`config.mk`:
```
export PLATFORM = sky130hd
export DESIGN_NAME = mips_cpu_data_bridge_flat
export DESIGN_NICKNAME = d
export VERILOG_FILES = /design/src/rtl/mips_cpu_data_bridge_if.sv /design/src/rtl/mips_cpu_data_bridge.sv /design/src/flat_wrapper.sv
export SDC_FILE = /design/constraint.sdc
export NUM_CORES = 1
export LEC_CHECK = 0
export ABC_AREA = 0
export ABC_CLOCK_PERIOD_IN_PS = 1900
export CORE_ASPECT_RATIO = 1.75
export CORE_UTILIZATION = 50
export DETAILED_ROUTE_END_ITERATION = 10
export DONT_BUFFER_PORTS = 1
export GPL_ROUTABILITY_DRIVEN = 0
export HOLD_SLACK_MARGIN = 0.08
export MAX_ROUTING_LAYER = met4
export SYNTH_ARGS = -nofsm -noshare
export SYNTH_HDL_FRONTEND = slang
export SYNTH_SLANG_ARGS = --single-unit
```
`constraint.sdc`:
```
create_clock -name clk -period 1.9 [get_ports clk]
set_input_delay 0.285 -clock clk [delete_from_list [all_inputs] [get_ports clk]]
set_output_delay 0.285 -clock clk [all_outputs]
set_load 0.02 [all_outputs]
```
`src/rtl/mips_cpu_data_bridge_if.sv`:
```
// CPU data-port and wait-stated memory-bus bundles used by mips_cpu_data_bridge.
// master = side issuing requests, slave = side answering them.
interface mips_cpu_data_bridge_cpu_if;
  logic [31:0] cpu_address;
  logic        cpu_read;
  logic        cpu_write;
  logic [31:0] cpu_writedata;
  logic [3:0]  cpu_byteenable;
  logic [31:0] cpu_readdata;
  logic        cpu_stall;

  modport master (
    output cpu_address, cpu_read, cpu_write, cpu_writedata, cpu_byteenable,
    input  cpu_readdata, cpu_stall
  );
  modport slave (
    input  cpu_address, cpu_read, cpu_write, cpu_writedata, cpu_byteenable,
    output cpu_readdata, cpu_stall
  );
endinterface

interface mips_cpu_data_bridge_bus_if;
  logic [31:0] bus_address;
  logic        bus_read;
  logic        bus_write;
  logic [31:0] bus_writedata;
  logic [3:0]  bus_byteenable;
  logic        bus_waitrequest;
  logic [31:0] bus_readdata;

  modport master (
    output bus_address, bus_read, bus_write, bus_writedata, bus_byteenable,
    input  bus_waitrequest, bus_readdata
  );
  modport slave (
    input  bus_address, bus_read, bus_write, bus_writedata, bus_byteenable,
    output bus_waitrequest, bus_readdata
  );
endinterface

```
`src/rtl/mips_cpu_data_bridge.sv`:
```
// Registers a CPU data access and runs it on a waitrequest bus, stalling the CPU
// until done; zero-wait access takes 3 cycles, each wait state adds one.
module mips_cpu_data_bridge #(
  parameter int          TIMEOUT  = 255,
  parameter logic [31:0] ERR_DATA = 32'hDEADBEEF
) (
  input  logic                              clk,
  input  logic                              reset,
  mips_cpu_data_bridge_cpu_if.slave         cpu,
  mips_cpu_data_bridge_bus_if.master        bus,
  output logic                              err_timeout,
  output logic                              err_conflict
);

  localparam int          CW       = $clog2(TIMEOUT) + 1;
  localparam logic [CW-1:0] CNT_LAST = CW'(TIMEOUT - 1);

  typedef enum logic [1:0] {
    ST_IDLE = 2'd0,
    ST_BUSY = 2'd1,
    ST_DONE = 2'd2
  } state_t;

  state_t        state_q, state_d;
  logic [31:0]   addr_q, addr_d;
  logic [31:0]   wdata_q, wdata_d;
  logic [3:0]    be_q, be_d;
  logic          is_wr_q, is_wr_d;
  logic [CW-1:0] cnt_q, cnt_d;
  logic [31:0]   rdata_q, rdata_d;
  logic          err_to_q, err_to_d;
  logic          err_cf_q, err_cf_d;
  logic          req;

  assign req = cpu.cpu_read ^ cpu.cpu_write;

  always_comb begin
    state_d  = state_q;
    addr_d   = addr_q;
    wdata_d  = wdata_q;
    be_d     = be_q;
    is_wr_d  = is_wr_q;
    cnt_d    = cnt_q;
    rdata_d  = rdata_q;
    err_to_d = err_to_q;
    err_cf_d = err_cf_q;

    case (state_q)
      ST_IDLE: begin
        if (req) begin
          addr_d  = {cpu.cpu_address[31:2], 2'b00};
          wdata_d = cpu.cpu_writedata;
          be_d    = cpu.cpu_byteenable;
          is_wr_d = cpu.cpu_write;
          cnt_d   = '0;
          state_d = ST_BUSY;
        end else if (cpu.cpu_read && cpu.cpu_write) begin
          err_cf_d = 1'b1;
        end
      end
      ST_BUSY: begin
        if (!bus.bus_waitrequest) begin
          if (!is_wr_q) rdata_d = bus.bus_readdata;
          state_d = ST_DONE;
        end else if (cnt_q == CNT_LAST) begin
          // Slave never answered: give the CPU a recognisable poison value.
          err_to_d = 1'b1;
          if (!is_wr_q) rdata_d = ERR_DATA;
          state_d = ST_DONE;
        end else if (cnt_q != '1) begin
          cnt_d = cnt_q + CW'(1);
        end
      end
      ST_DONE: state_d = ST_IDLE;
      default: state_d = ST_IDLE;
    endcase
  end

  always_ff @(posedge clk or negedge reset) begin
    if (!reset) begin
      state_q  <= ST_IDLE;
      addr_q   <= '0;
      wdata_q  <= '0;
      be_q     <= '0;
      is_wr_q  <= 1'b0;
      cnt_q    <= '0;
      rdata_q  <= '0;
      err_to_q <= 1'b0;
      err_cf_q <= 1'b0;
    end else begin
      state_q  <= state_d;
      addr_q   <= addr_d;
      wdata_q  <= wdata_d;
      be_q     <= be_d;
      is_wr_q  <= is_wr_d;
      cnt_q    <= cnt_d;
      rdata_q  <= rdata_d;
      err_to_q <= err_to_d;
      err_cf_q <= err_cf_d;
    end
  end

  // Strobes decode straight from state so an async reset drops them at once.
  assign bus.bus_read       = (state_q == ST_BUSY) && !is_wr_q;
  assign bus.bus_write      = (state_q == ST_BUSY) &&  is_wr_q;
  assign bus.bus_address    = addr_q;
  assign bus.bus_writedata  = wdata_q;
  assign bus.bus_byteenable = be_q;

  assign cpu.cpu_stall    = ((state_q == ST_IDLE) && req) || (state_q == ST_BUSY);
  assign cpu.cpu_readdata = rdata_q;

  assign err_timeout  = err_to_q;
  assign err_conflict = err_cf_q;

endmodule

```
`src/flat_wrapper.sv`:
```
// flat-port wrapper written by rule: the top's interface ports become plain ports
module mips_cpu_data_bridge_flat 
#(
  parameter int          TIMEOUT  = 255,
  parameter logic [31:0] ERR_DATA = 32'hDEADBEEF
)
  (clk, reset, err_timeout, err_conflict, cpu_cpu_address, cpu_cpu_read, cpu_cpu_write, cpu_cpu_writedata, cpu_cpu_byteenable, cpu_cpu_readdata, cpu_cpu_stall, bus_bus_address, bus_bus_read, bus_bus_write, bus_bus_writedata, bus_bus_byteenable, bus_bus_waitrequest, bus_bus_readdata);
  mips_cpu_data_bridge_cpu_if cpu_i ();
  mips_cpu_data_bridge_bus_if bus_i ();
  input  logic clk;
  input  logic reset;
  output logic err_timeout;
  output logic err_conflict;
  input wire logic [$bits(cpu_i.cpu_address)-1:0] cpu_cpu_address;
  input wire logic [$bits(cpu_i.cpu_read)-1:0] cpu_cpu_read;
  input wire logic [$bits(cpu_i.cpu_write)-1:0] cpu_cpu_write;
  input wire logic [$bits(cpu_i.cpu_writedata)-1:0] cpu_cpu_writedata;
  input wire logic [$bits(cpu_i.cpu_byteenable)-1:0] cpu_cpu_byteenable;
  output wire logic [$bits(cpu_i.cpu_readdata)-1:0] cpu_cpu_readdata;
  output wire logic [$bits(cpu_i.cpu_stall)-1:0] cpu_cpu_stall;
  output wire logic [$bits(bus_i.bus_address)-1:0] bus_bus_address;
  output wire logic [$bits(bus_i.bus_read)-1:0] bus_bus_read;
  output wire logic [$bits(bus_i.bus_write)-1:0] bus_bus_write;
  output wire logic [$bits(bus_i.bus_writedata)-1:0] bus_bus_writedata;
  output wire logic [$bits(bus_i.bus_byteenable)-1:0] bus_bus_byteenable;
  input wire logic [$bits(bus_i.bus_waitrequest)-1:0] bus_bus_waitrequest;
  input wire logic [$bits(bus_i.bus_readdata)-1:0] bus_bus_readdata;
  assign cpu_i.cpu_address = cpu_cpu_address;
  assign cpu_i.cpu_read = cpu_cpu_read;
  assign cpu_i.cpu_write = cpu_cpu_write;
  assign cpu_i.cpu_writedata = cpu_cpu_writedata;
  assign cpu_i.cpu_byteenable = cpu_cpu_byteenable;
  assign cpu_cpu_readdata = cpu_i.cpu_readdata;
  assign cpu_cpu_stall = cpu_i.cpu_stall;
  assign bus_bus_address = bus_i.bus_address;
  assign bus_bus_read = bus_i.bus_read;
  assign bus_bus_write = bus_i.bus_write;
  assign bus_bus_writedata = bus_i.bus_writedata;
  assign bus_bus_byteenable = bus_i.bus_byteenable;
  assign bus_i.bus_waitrequest = bus_bus_waitrequest;
  assign bus_i.bus_readdata = bus_bus_readdata;
  mips_cpu_data_bridge #(.TIMEOUT(TIMEOUT), .ERR_DATA(ERR_DATA)) u_core (.clk(clk), .reset(reset), .cpu(cpu_i), .bus(bus_i), .err_timeout(err_timeout), .err_conflict(err_conflict));
endmodule
```
==> results of run 1 <==
[timing repair]
action	in CTS	in global routing
setup endpoints to repair	0	2
endpoints found under the hold margin	212	112
gates resized for setup	0	1
[area by class of cell]
type | count | share of cell area
clock buffer | 9 | 0.0385
tap | 115 | 0.0246
multi-input combinational | 298 | 0.254
sequential | 112 | 0.479
clock inverter | 7 | 0.0137
timing repair buffer | 110 | 0.188
inverter | 3 | 0.00192
[routing by layer]
layer	vias up	share of wire	GRT usage
li1	1617	-	-
met1	1665	0.37	0.274
met2	171	0.53	0.442
met3	21	0.079	0.0640
met4	0	0.023	0.106
met5	-	0	-
[metrics by stage]
stage | cells | hold WS (ps) | power [mW]
CTS | 654 | -383 | 9.62
detailed placement | 538 | -8.65 | 7.54
finish | 654 | -368 | 9.60
global placement | 538 | -8.70 | 7.44
global route | 654 | -386 | 10.2
floorplan | 435 | -10.6 | 6.86
[report_power, final]
group / internal (mW) / switching (mW) / total, mW
Sequential: 3.44 / 2.14 / 5.57
Combinational: 0.984 / 1.16 / 2.14
Clock: 1.04 / 0.851 / 1.89
[synthesized netlist by cell type, drive strengths merged]
cell / count / area, um2
nand3: 6 / 30.0
buf: 10 / 62.6
inv: 3 / 11.3
nor3: 3 / 20.0
and4: 1 / 11.3
a22o: 8 / 70.1
a211oi: 1 / 20.0
or3: 2 / 12.5
and2: 1 / 6.26
nor2: 5 / 18.8
a21oi: 6 / 30.0
a31o: 2 / 17.5
a21boi: 1 / 11.3
clkbuf: 12 / 45.0
o21ai: 5 / 25.0
nand2: 210 / 796
nand4: 1 / 6.26
conb: 1 / 3.75
a211o: 3 / 35.0
and3: 2 / 12.5
nor2b: 1 / 6.26
nand2b: 1 / 8.76
a21o: 1 / 7.51
and4b: 1 / 13.8
nand3b: 1 / 7.51
ha: 4 / 50.1
o22a: 24 / 210
a31oi: 3 / 18.8
dfrtp: 112 / 2800
o21bai: 1 / 7.51
o21a: 1 / 7.51
a41oi: 1 / 8.76
[how the worst max path moves through the flow]
stage                                from                     endpoint  slack, ps  depth (start not counted)
after floorplan           u_core.cnt_q[1]              u_core.cnt_q[6]        190                          7
after global routing      u_core.cnt_q[1]              u_core.cnt_q[0]         50                          7
final                     u_core.cnt_q[0]  u_core.cpu.cpu_readdata[22]        150                          6
after global placement    u_core.cnt_q[1]              u_core.cnt_q[3]        160                          7
after detailed placement  u_core.cnt_q[1]              u_core.cnt_q[3]        120                          7
after CTS                 u_core.cnt_q[1]              u_core.cnt_q[3]        100                          7
[cells in the final DEF (no fill, tap or decap), types with 3 or more instances in the layout]
cell and n:
nand3_1 6, buf_4 8, a22o_1 8, a21oi_1 6, dfrtp_1 112, nor2_1 5
dlygate4sd3_1 100, inv_1 3, o21ai_0 5, ha_1 3, a31oi_1 3, o22a_1 24
clkbuf_16 9, nand2_1 208
[kinds of logic after synthesis]
group,share of synthesized area
buf+inv,0.0270
simple gates,0.216
compound gates,0.107
flops,0.638
other cells,0.000853
fa+ha+maj,0.0114
[registers in the layout (all words and copies together), names as in the netlist]
signal	cells
u_core.bus.bus_address	30
u_core.bus.bus_byteenable	4
u_core.bus.bus_writedata	32
u_core.cnt_q	9
u_core.cpu.cpu_readdata	32
u_core.err_conflict	1
u_core.err_timeout	1
u_core.is_wr_q	1
u_core.state_q	2
[worst reg2reg max path: stages (launching register included)]
cell,delay [ps]
dfrtp_1,400
inv_1,90
ha_1,150
and4b_4,280
nand2_4,90
a211o_4,380
a22o_1,240
==> metrics.md, run 1 <==
| Metric | Value |
|---|---|
| Detailed placer's ending HPWL | 6.65 mm |
| Min Tclk post-route | 1750 ps |
| Grt total ovfl | 0 |
| Syn Area/Cell | 10.1 um2 |
| CP startpoint kind | flop |
| Share of cells above drive strength 1 | 0.0705 |
| Arrival @ worst endpoint | 1980 ps |
| Die width | 72.9 um |
| Clock-pin slew on the worst setup and hold paths | 70 ps |
| Max-Cap Viols | 0 |
| Ports | 210 |
| Flop-to-flop setup slack | 150 ps |
| Endpoints failing setup | 0 |
| Vias in the first global route | 3675 |
| Distinct cells, synth | 36 |
| WL per Instance | 16.8 um |
| Fin crit share | 0.923 |
| Synthesized area | 0.00439 mm2 |
| Row count | 44 |
| Finished Core Util | 0.695 |
| Clk Latency, worst-skew pair | 350 ps |
| CTS tree | yes |
| Largest net degree at the start of global routing | 113 |
| Post-CTS Setup Inserts | 0 |
| R2R Path Start | u_core.cnt_q[0] |
| First-pass GRT wire length | 17.4 mm |
| Placement-stage cell area | 0.00454 mm2 |
| WHS | -368 ps |
| Multi-input gate area | 0.00149 mm2 |
| Setup_tns | 0 ps |
| Synthesized instance count | 434 |
| Drt via density | 5.31 |
| Sink Count | 112 |
| Die ar. | 0.00918 mm2 |
| Area of the core | 0.00842 mm2 |
| # diodes | 0 |
| GRT Overall Usage | 0.256 |
| Die Ht | 126 um |
| Initial antenna violation count | 0 |
| Fillers | 630 |
| CTS buffer count | 9 |
| Clk buf depth | 2 |
| Yosys warnings | 0 |
| Final setup margin | 146 ps |
| CTS Root Cell | clkbuf_16 |
| Final WL | 11.0 mm |
| ANT nets after route | 0 |
| Status | finished, violations left |
| Clock Skew | 7.28 ps |
| RSZ-0062 raised after global routing | no |
| Post-route DRC | 0 |
| Hold Fails Final Rpt | 112 |
| Failing checks | negative hold slack |
| Final Max Tran Viols | 0 |
| Setup crit end kind | flop |
| Initial Utilization | 0.522 |
| R2R Path End | u_core.cpu.cpu_readdata[22] |
| Leakage | 2.85 nW |
| Layout overhead on the synthesized area | 33.2% |
| PortBufs | 0 |
| Power density cells | 1640 mW/mm2 |
| CP top delay family | compound AO/OA/AOI/OAI gates |
| FF/Latch Area | 0.00280 mm2 |
| CP max FO | 8 |
| # H-tree levels | 3 |
| Starting DRT DRC Count | 219 |
| Cells along the critical path | inv_1 -> ha_1 -> and4b_4 -> nand2_4 -> a211o_4 -> a22o_1 |
| Nets@finish | 643 |
| Fmax | 570 MHz |
| # hold bufs at CTS | 100 |
| Drt pass-1 iters | 4 |
| CP peak stage delay | 400 ps |
| CP Class | flop to flop |
| Crit path required time | 2130 ps |
| Yosys reg bits | 112 |
| Post-route cell area | 0.00585 mm2 |
| R2R cell count | 6 |
| DP Worst Slack | 116 ps |
| Seq/Total Area, Yosys | 0.638 |
| Hold Crit Class | input port to asynchronous set/reset pin |
| Crit path max-delay cell type | dfrtp_1 |
| Worst Path Buf+Inv | 1 |
| Vias | 3474 |
| Peak supply drop | 1040 uV |
Note: power is estimated with default switching activity, not from simulation.
==> inputs of run 2 (changes only) <==
--- a/config.mk
+++ b/config.mk
@@ -12,7 +12,7 @@
 export DETAILED_ROUTE_END_ITERATION = 10
 export DONT_BUFFER_PORTS = 1
 export GPL_ROUTABILITY_DRIVEN = 0
-export HOLD_SLACK_MARGIN = 0.08
+export HOLD_SLACK_MARGIN = 0.05
 export MAX_ROUTING_LAYER = met4
 export SYNTH_ARGS = -nofsm -noshare
 export SYNTH_HDL_FRONTEND = slang
==> metrics.md, run 2 (same netlist as run 1, synthesis figures left out) <==
| Metric | Value |
|---|---|
| Status | finished, violations left |
| Failing checks | negative hold slack |
| Final WL | 10.6 mm |
| Initial antenna violation count | 0 |
| Clk buf depth | 2 |
| Row count | 44 |
| Cells along the critical path | inv_1 -> ha_1 -> and4b_4 -> nand2_4 -> a211o_4 -> a22o_1 |
| Vias | 3313 |
| Clock-pin slew on the worst setup and hold paths | 70 ps |
| Vias in the first global route | 3490 |
| Die Ht | 126 um |
| CP startpoint kind | flop |
| Post-route DRC | 0 |
| Crit path required time | 2130 ps |
| WHS | -368 ps |
| Post-CTS Setup Inserts | 0 |
| Leakage | 2.69 nW |
| Hold Fails Final Rpt | 112 |
| CP Class | flop to flop |
| Power density cells | 1740 mW/mm2 |
| Hold Crit Class | input port to asynchronous set/reset pin |
| # diodes | 0 |
| Placed Cells | 538 |
| First-pass GRT wire length | 16.7 mm |
| Peak supply drop | 1220 uV |
| Most common cell after layout, fill and taps aside | nand2_1 |
| Die ar. | 0.00918 mm2 |
| Largest net degree at the start of global routing | 113 |
| Grt total ovfl | 0 |
| CP top delay family | compound AO/OA/AOI/OAI gates |
| CTS buffer count | 9 |
| CTS tree | yes |
| CP peak stage delay | 400 ps |
| Pwr Total | 9.51 mW |
| Initial Utilization | 0.522 |
| # H-tree levels | 3 |
| Clock Skew | 6.45 ps |
| Finished Core Util | 0.651 |
| ANT nets after route | 0 |
| Placement-stage cell area | 0.00454 mm2 |
| Clk Latency, worst-skew pair | 350 ps |
| Endpoints failing setup | 0 |
| Starting DRT DRC Count | 177 |
| Sink Count | 112 |
| Setup crit end kind | flop |
| Fin crit share | 0.920 |
| Drt via density | 5.37 |
| Final Max Tran Viols | 0 |
| Setup_tns | 0 ps |
| PortBufs | 0 |
| Most frequent cells in the layout | 208 x nand2_1, 112 x dfrtp_1, 63 x dlygate4sd3_1 |
| Share of cells above drive strength 1 | 0.0757 |
| Detailed placer's ending HPWL | 6.65 mm |
| Max-Cap Viols | 0 |
| Die width | 72.9 um |
| Nets@finish | 606 |
| CP max FO | 8 |
| CTS Root Cell | clkbuf_16 |
| Worst Path Buf+Inv | 1 |
| RSZ-0062 raised after global routing | no |
| Area of the core | 0.00842 mm2 |
| DP Worst Slack | 116 ps |
| Fmax | 572 MHz |
| Drt pass-1 iters | 4 |
| Arrival @ worst endpoint | 1980 ps |
| Min Tclk post-route | 1750 ps |
| Final setup margin | 151 ps |
| Layout overhead on the synthesized area | 24.7% |
| WL per Instance | 17.1 um |
| Crit path max-delay cell type | dfrtp_1 |
| GRT Overall Usage | 0.248 |
| Post-route cell area | 0.00548 mm2 |
| Ports | 210 |
| Non-Filler Instances | 617 |
run 2: cell types whose count changed in the layout (fill, tap and decap cells not counted):
cell,change
dlygate4sd3_1,-37
run 2: layer usage:
metal  GRT usage  wire, um
met2       0.429      5620
met3      0.0648       838
met5           -         0
met4       0.107       293
met1       0.259      3810
run 2: cell type report:
class,instances,area [um2]
inverters,3,11.3
clock buffers,9,225
fillers,668,2940
flip-flops and latches,112,2800
well taps,115,144
clock inverters,7,80.1
multi-input cells,298,1490
repair buffers,73,731
run 2: worst reg2reg max path, delay by kind of cell, from the launching register on:
family                     cells  cell delay, ps
AOI/OAI and AO/OA              2             620
DFF                            1             400
and+or+nand+nor                2             370
adders and majority gates      1             150
buffers and inverters          1              90
run 2: final timing paths:
check | startpoint | end | slack, ps | cells after the start
setup reg to reg | u_core.cnt_q[0] | u_core.cpu.cpu_readdata[22] | 150 | 6
min in group clk | cpu_cpu_writedata[14] | u_core.bus.bus_writedata[14] | 60 | 2
max in group asynchronous | reset | u_core.bus.bus_address[4] | 2140 | 0
hold reg to reg | u_core.cnt_q[4] | u_core.cnt_q[4] | 560 | 1
hold / removal | reset | u_core.cpu.cpu_readdata[8] | -370 | 0
setup / recovery | u_core.cnt_q[0] | u_core.cpu.cpu_readdata[22] | 150 | 6
run 2: report_power, final:
group          switching (mW)  internal, mW  total [mW]
sequential               2.12          3.44        5.56
combinational            1.14         0.933        2.07
clock                   0.847          1.04        1.88
total                    4.10          5.41        9.51
run 2: timing repair:
item                                   CTS  global route
endpoints found under the hold margin  174           113
resized for setup                        0             1
setup endpoints to repair                0             2
hold buffers                            62             1
